$ cat src/rtl/clk_div_pkg.sv
// Shared types, defaults and ratio helpers for the clock-ratio detector.
// The helpers take a 16-bit value, so callers zero-extend counters of any width up to 16 bits.
package clk_div_pkg;

   typedef enum logic [1:0] {
      IDLE,
      MEAS,
      LOCKED
   } state_t;

   localparam int CNT_W_DEF    = 8;
   localparam int LOCK_CNT_DEF = 4;
   localparam int CNT_W_MAX    = 16;

   function automatic logic f_is_pow2(input logic [CNT_W_MAX-1:0] v);
      return (v != '0) && ((v & (v - 1'b1)) == '0);
   endfunction

   // Index of the highest set bit; for a power of two this is exactly log2.
   function automatic logic [3:0] f_log2(input logic [CNT_W_MAX-1:0] v);
      logic [3:0] r;
      r = '0;
      for (int i = 0; i < CNT_W_MAX; i++) begin
         if (v[i]) r = 4'(i);
      end
      return r;
   endfunction

endpackage

$ cat src/rtl/sync_edge_det.sv
// Multi-flop synchronizer for an asynchronous input plus rising-edge detect.
// The rise output is combinational off the last two synchronized samples.
module sync_edge_det
   import clk_div_pkg::*;
#(
   parameter int SYNC_STAGES = 2
) (
   input  logic clk,
   input  logic rst,
   input  logic clr,
   input  logic din,
   output logic s,
   output logic rise
);

   logic [SYNC_STAGES-1:0] sync_q;
   logic                   s_prev;

   always_ff @(posedge clk or posedge rst) begin
      if (rst) begin
         sync_q <= '0;
         s_prev <= 1'b0;
      end else if (clr) begin
         sync_q <= '0;
         s_prev <= 1'b0;
      end else begin
         sync_q <= {sync_q[SYNC_STAGES-2:0], din};
         s_prev <= sync_q[SYNC_STAGES-1];
      end
   end

   assign s    = sync_q[SYNC_STAGES-1];
   assign rise = s & ~s_prev;

endmodule

$ cat src/rtl/clk_ratio_detector.sv
// Measures the rise-to-rise period and high time of a divided clock in clk cycles,
// reports power-of-two ratios, declares lock on stable ratios and flags lost edges.
module clk_ratio_detector
   import clk_div_pkg::*;
#(
   parameter int CNT_W       = CNT_W_DEF,
   parameter int LOCK_CNT    = LOCK_CNT_DEF,
   parameter int SYNC_STAGES = 2
) (
   input  logic             clk,
   input  logic             rst,
   input  logic             div_in,
   input  logic             clr,
   output logic [CNT_W-1:0] period,
   output logic [CNT_W-1:0] duty_high,
   output logic             period_valid,
   output logic             is_pow2,
   output logic [3:0]       ratio_log2,
   output logic             locked,
   output logic             timeout
);

   localparam int MW = $clog2(LOCK_CNT + 1);
   localparam logic [CNT_W-1:0] MAX    = '1;
   localparam logic [CNT_W-1:0] ONE    = CNT_W'(1);
   localparam logic [MW-1:0]    LOCK_V = MW'(LOCK_CNT);
   localparam logic [MW-1:0]    M_ONE  = MW'(1);

   logic s;
   logic rise;

   sync_edge_det #(
      .SYNC_STAGES(SYNC_STAGES)
   ) u_sync (
      .clk (clk),
      .rst (rst),
      .clr (clr),
      .din (div_in),
      .s   (s),
      .rise(rise)
   );

   state_t           state, state_n;
   logic [CNT_W-1:0] cnt, cnt_n;
   logic [CNT_W-1:0] hcnt, hcnt_n;
   logic [MW-1:0]    match_cnt, match_n;
   logic [CNT_W-1:0] period_n, duty_n;
   logic             valid_n, pow2_n, locked_n, timeout_n;
   logic [3:0]       log2_n;
   logic [CNT_W_MAX-1:0] cnt_ext;

   assign cnt_ext = CNT_W_MAX'(cnt);

   always_ff @(posedge clk or posedge rst) begin
      if (rst) begin
         state        <= IDLE;
         cnt          <= '0;
         hcnt         <= '0;
         match_cnt    <= '0;
         period       <= '0;
         duty_high    <= '0;
         period_valid <= 1'b0;
         is_pow2      <= 1'b0;
         ratio_log2   <= '0;
         locked       <= 1'b0;
         timeout      <= 1'b0;
      end else begin
         state        <= state_n;
         cnt          <= cnt_n;
         hcnt         <= hcnt_n;
         match_cnt    <= match_n;
         period       <= period_n;
         duty_high    <= duty_n;
         period_valid <= valid_n;
         is_pow2      <= pow2_n;
         ratio_log2   <= log2_n;
         locked       <= locked_n;
         timeout      <= timeout_n;
      end
   end

   // A nonzero match_cnt doubles as "a previous measurement exists since arming".
   always_comb begin
      state_n   = state;
      cnt_n     = cnt;
      hcnt_n    = hcnt;
      match_n   = match_cnt;
      period_n  = period;
      duty_n    = duty_high;
      valid_n   = 1'b0;
      pow2_n    = is_pow2;
      log2_n    = ratio_log2;
      locked_n  = locked;
      timeout_n = timeout;

      if (clr) begin
         state_n   = IDLE;
         cnt_n     = '0;
         hcnt_n    = '0;
         match_n   = '0;
         period_n  = '0;
         duty_n    = '0;
         pow2_n    = 1'b0;
         log2_n    = '0;
         locked_n  = 1'b0;
         timeout_n = 1'b0;
      end else begin
         case (state)
            IDLE: begin
               cnt_n  = '0;
               hcnt_n = '0;
               if (rise) begin
                  state_n   = MEAS;
                  cnt_n     = ONE;
                  hcnt_n    = ONE;
                  match_n   = '0;
                  timeout_n = 1'b0;
               end
            end
            MEAS, LOCKED: begin
               if (rise) begin
                  period_n = cnt;
                  duty_n   = hcnt;
                  valid_n  = 1'b1;
                  pow2_n   = f_is_pow2(cnt_ext);
                  log2_n   = f_is_pow2(cnt_ext) ? f_log2(cnt_ext) : 4'd0;
                  if ((match_cnt != '0) && (cnt == period)) begin
                     match_n = (match_cnt >= LOCK_V) ? match_cnt : match_cnt + 1'b1;
                  end else begin
                     match_n = M_ONE;
                  end
                  locked_n = (match_n >= LOCK_V);
                  state_n  = locked_n ? LOCKED : MEAS;
                  cnt_n    = ONE;
                  hcnt_n   = ONE;
               end else if (cnt == MAX) begin
                  state_n   = IDLE;
                  cnt_n     = '0;
                  hcnt_n    = '0;
                  match_n   = '0;
                  period_n  = '0;
                  duty_n    = '0;
                  pow2_n    = 1'b0;
                  log2_n    = '0;
                  locked_n  = 1'b0;
                  timeout_n = 1'b1;
               end else begin
                  cnt_n = cnt + 1'b1;
                  if (s && (hcnt != MAX)) hcnt_n = hcnt + 1'b1;
               end
            end
            default: state_n = IDLE;
         endcase
      end
   end

endmodule

$ cat config.mk
export PLATFORM = sky130hd
export DESIGN_NAME = clk_ratio_detector
export DESIGN_NICKNAME = d
export VERILOG_FILES = /design/src/rtl/clk_div_pkg.sv /design/src/rtl/sync_edge_det.sv /design/src/rtl/clk_ratio_detector.sv
export SDC_FILE = /design/constraint.sdc
export NUM_CORES = 1
export LEC_CHECK = 0
export ABC_AREA = 1
export BUFFER_PORTS_ARGS = -buffer_cell sky130_fd_sc_hd__buf_4
export CORE_ASPECT_RATIO = 0.9
export CORE_UTILIZATION = 53
export DETAILED_ROUTE_END_ITERATION = 8
export GPL_TIMING_DRIVEN = 0
export HOLD_SLACK_MARGIN = 0.12
export PLACE_DENSITY = 0.76
export SLEW_MARGIN = 20
export SYNTH_ARGS = -nofsm -noshare
export SYNTH_HDL_FRONTEND = slang
export SYNTH_HIERARCHICAL = 1
export SYNTH_SLANG_ARGS = --single-unit
$ cat constraint.sdc
create_clock -name clk -period 1.91 [get_ports clk]
set_clock_uncertainty 0.1 [all_clocks]
set_input_delay 0.191 -clock clk [delete_from_list [all_inputs] [get_ports clk]]
set_output_delay 0.191 -clock clk [all_outputs]
set_load 0.01 [all_outputs]
**Word-level counts from Yosys, hierarchy flattened**

Index checks and enable logic that the tools add are counted.

- Latch bits: 0
- Memories kept: 0
- Word-level logic and storage cells: 110
- Flip-flop bits (word level): 48
- Memory bits (read-only): 0
- Bits in writable memories: 0

- Equality and inequality tests: 10
- Magnitude comparators: 2
- Multiplexer cells: 62
- Multiply operators: 0
- $add $sub $neg: 4
- Div/mod/pow operators: 0
- Shift-type cells: 0
- Reduce and logical (&&, ||, !) cells: 16
- Bitwise gates (word level): 3

Operators with widths:

| kind | count |
|---|---|
| two-way mux 8 bit | 14 |
| two-way mux 4 bit | 11 |
| case mux 8 bit (2 select lines) | 2 |
| two-way mux 3 bit | 9 |
| two-way mux 1 bit | 17 |
| adder 8 x 1 -> 8 bit (second input constant) | 2 |
| bitwise AND 8 x 16 -> 16 bit | 1 |
| logical NOT 16 bit | 1 |
| nonzero test 16 bit | 1 |
| two-way mux 2 bit | 6 |
| != test 3 bit (second input constant) | 3 |
| nonzero test 3 bit | 3 |
| subtractor 8 x 1 -> 9 bit (second input constant) | 1 |
| == test 8 bit | 1 |
| == test 8 bit (second input constant) | 1 |
| != test 8 bit (second input constant) | 1 |
| >= comparator 3 bit (second input constant) | 2 |
| case mux 3 bit (2 select lines) | 1 |
| AND reduction 2 bit | 3 |
| != test 5 bit (second input constant) | 1 |
| != test 4 bit (second input constant) | 1 |
| case mux 2 bit (2 select lines) | 1 |
| AND reduction 4 bit | 1 |
| adder 3 x 1 -> 3 bit (second input constant) | 1 |
| 10 further kinds | 12 |

**Depth between registers and ports, before layout**

- Depth after elaboration: 11
- Mapped depth: 12

**Hierarchy**

The synthesis kept the hierarchy.

By module, submodules not included:

| module | times used | area each (um^2) | cells an instance |
|---|---|---|---|
| clk_ratio_detector | 1 | 2529.9 | 336 |
| sync_edge_det | 1 | 105.1 | 11 |

**Worst setup path before layout**

No wires, ideal clock.

- Path type: reg-to-reg
- From: register state[0]
- To: register match_cnt[1]
- Stages on the path, launching flop included: 11
- Buffers on the path: 1
- Setup slack: 0.037 ns
- Data required time: 1.691 ns
- Setup time: 0.119 ns
- Data arrival time: 1.654 ns
- Clock period less this slack: 1.873 ns
- Path through: dfrtp_1 inv_1 ha_1 nor2_1 nand2_1 buf_2 nand2_1 inv_1 nand2_1 o21ai_0 o21a_1

- Word-level cells in the longest chain between the ends: 4
- Elaborated cells between the ends (all ways): 10
- Classes of those cells: 4 x eq/ne; 2 x mux; 4 x reduce/logical

Ends and longest elaborated chain:

| what | RTL line | text |
|---|---|---|
| start, declared | clk_ratio_detector.sv:43 | `state_t state, state_n;` |
| start signal, assigned | clk_ratio_detector.sv:68 | `state <= state_n;` |
| == test 2 x 1 -> 1 bit or == test 2 bit (tied branches) | clk_ratio_detector.sv:108 | `case (state)` |
| OR reduction 2 bit | clk_ratio_detector.sv:108 |  |
| != test 4 bit (no line) (tied with other cells) | -- |  |
| AND reduction 3 bit (no line) or two-way mux 3 bit (tied branches) | -- |  |
| end signal, assigned | clk_ratio_detector.sv:71 | `match_cnt <= match_n;` |
| end, declared | clk_ratio_detector.sv:46 | `logic [MW-1:0] match_cnt, match_n;` |

Several ways; a longest one is shown, not always the timed one.
A chain may end at the register's enable or synchronous reset.

**Worst setup path in the final report**

Same ends and word-level chain as after synthesis.

==> impl_metrics.json <==
{
  "leakagePower_nw": 1.64,
  "area_growth_pct": 22.4,
  "place_area_um2": 2930,
  "cts.sinks": 47,
  "critPathMaxFanout": 10,
  "endpoint_kind": "flop",
  "track_usage_pct": 23.7,
  "yosysSeqAreaShare_pct": 44.6,
  "rows": 23,
  "ir_drop_mv": 0.578,
  "layout-drive-gt1-share_pct": 20.7,
  "die_h_um": 68.9,
  "start_kind": "flop",
  "drt-initial-drc-count": 142,
  "grt_pass1_wl_um": 9540,
  "dieArea_um2": 5260,
  "finalHoldViolCount": 0,
  "clock_tree.root_cell": "clkbuf_8",
  "finalSetupTns_ps": 0,
  "antenna_left": 0,
  "port-buffer-count": 26,
  "yosysWarnings": 6,
  "initial_core_util_pct": 57.2,
  "wire_per_inst_um": 12.7,
  "max_cap_viol_count": 0,
  "clock_latency_ps": 300,
  "r2r_slack_ps": 110,
  "cts_buffer_depth": 2,
  "nets": 402,
  "yosys.area.top_type": "dfrtp_1",
  "critPathCapture": "match_cnt[1]",
  "critPathArrivalTime_ps": 1890,
  "status": "complete, no violations",
  "worstReg2RegStart": "state[0]",
  "ys_async_sr_fraction_pct": 100,
  "gr-total-overflow": 0,
  "antenna_found_initial": 0,
  "max_freq_mhz": 557,
  "ys_top_cells_by_area": "dfrtp_1, nand2_1, nand3_1, inv_1, nor2_1",
  "core-area_um2": 4600,
  "required_ps": 2000,
  "period_needed_ps": 1800,
  "cts_buffers": 5,
  "drv_slew": 0,
  "synthTopCellsByCount": "nand2_1, dfrtp_1, inv_1",
  "yosysUniqueCellTypes": 33,
  "cellPowerDensity_nw_per_um2": 812,
  "cp-startpoint": "state[0]",
  "pin_count": 28,
  "place.detailed.hpwl_um": 4000,
  "reg2reg_depth": 10,
  "hp-class": "input port to async pin",
  "syn_area_per_cell_um2": 7.59,
  "syn_inst": 347,
  "place_congestion": 0.878,
  "cts_max_level": 2,
  "fp.dieW_um": 76.3,
  "viasPerCell": 5.16,
  "synth_area_um2": 2640,
  "stdcell_area_um2": 3220,
  "critPathKind": "flop to flop",
  "r2r_end": "match_cnt[1]",
  "synth_top_cell_area_share_pct": 44.6,
  "drtPass1Iterations": 4,
  "synth-edff-count": 0,
  "cts_tree": "built",
  "rsz0062_at_grt": "yes",
  "drt_wl_total_um": 5750,
  "synth-seq-cells": 47,
  "grt_pass1_vias": 2065,
  "diodes": 0,
  "yosys.cell_count.top_type": "nand2_1",
  "cts.clk_slew.worst_paths_ps": 90,
  "vias": 2344,
  "finalSetupViolCount": 0,
  "grt_max_degree": 33,
  "synthFlopType": "dfrtp_1",
  "drc": 0,
  "fin_crit_sh_pct": 94.0,
  "synth_fp_nets": 358
}
-- sequential cells by signal, indices dropped and copies added, names as in the netlist, 2 cells and up --
name           count
period             8
cnt                8
u_sync/sync_q      2
hcnt               8
match_cnt          3
duty_high          8
ratio_log2         3
state              2
-- worst min-delay path by stage --
stage | endpoint | slack, ps | cells past startpoint | start
global route | u_sync/sync_q[0] | 240 | 3 | rst
finish | u_sync/sync_q[1] | 230 | 3 | rst
CTS | u_sync/sync_q[1] | 220 | 3 | rst
floorplan | u_sync/s_prev | -160 | 1 | rst
detailed placement | u_sync/sync_q[0] | -8 | 2 | rst
global placement | u_sync/sync_q[0] | -20 | 2 | rst
-- stage by stage --
stage          util (%)  setup slack (ps)  total power, mW  hold slack, ps  cells
4_1_cts            68.6              28.5             2.61             225    452
2_1_floorplan         -              37.3             1.59            -155    347
6_report           70.0               114             2.62             226    454
3_5_place_dp       63.6              -225             1.76           -8.33    436
3_3_place_gp       63.2              -168             1.73           -24.0    435
5_1_grt            70.0             -5.12             2.77             238    454
-- what timing repair did --
| item | CTS | global route |
|---|---|---|
| resized for setup | 9 | 20 |
| pin swaps | 1 | 3 |
| hold buffers | 3 | 0 |
| setup buffers | 5 | 2 |
| cloned | 0 | 0 |
| hold endpoints to repair | 51 | 0 |
| endpoints found under the setup margin | 35 | 34 |
-- area by class of cell --
type                            instances  area [um2]
Clock buffer                            6        82.6
Timing Repair Buffer                   37         310
Inverter                               51         198
Fill cell                             406        1380
Multi-Input combinational cell        238        1230
Clock inverter                          2        35.0
Tap cell                               62        77.6
Sequential cell                        47        1180
Buffer                                 11         110
-- cells in the final DEF (no fill, tap or decap), types with 8 or more instances in the layout --
master    synthesis  routed
dfrtp_1          47      46
nand4_1          10      10
a21oi_1           9       9
clkbuf_8          2       8
nand2_1          92      90
nor2_1           34      30
o21ai_0          24      22
nand3_1          37      35
inv_1            46      42
buf_4             1      33
-- power breakdown --
part / switching (mW) / total (mW) / internal [mW] / leakage, nW
registers: 0.0566 / 1.10 / 1.05 / 0.648
clock network: 0.325 / 0.748 / 0.423 / 0.0612
logic: 0.478 / 0.767 / 0.289 / 0.930
-- worst max-delay path, cell delays in order (launching register included) --
cell	delay [ps]
dfrtp_1	410
inv_1	100
ha_4	230
nor2_4	140
nand2_2	100
buf_6	150
nand2_1	70
inv_1	50
nand2_1	130
o21ai_0	90
o21a_1	110
-- layer usage --
metal	track usage (%)	share of wire (%)	vias up
li1	-	-	1192
met1	31.1	47	1104
met2	39.9	48	41
met3	3.95	3.7	7
met4	9.62	1.3	0
met5	0	0	-
-- kinds of logic (layout without fill, tap and decap cells) --
family | count (synthesis) | in the layout | share of synthesized area, %
buffers and inverters | 62 | 107 | 11.5
DFF | 47 | 47 | 44.6
AOI/OAI and AO/OA | 40 | 40 | 8.36
other | 1 | 1 | 0.142
xor gates and xnor gates | 2 | 2 | 0.665
adders and majority gates | 7 | 7 | 3.32
and+or+nand+nor | 188 | 188 | 31.4
(Power assumes the default switching activity.)
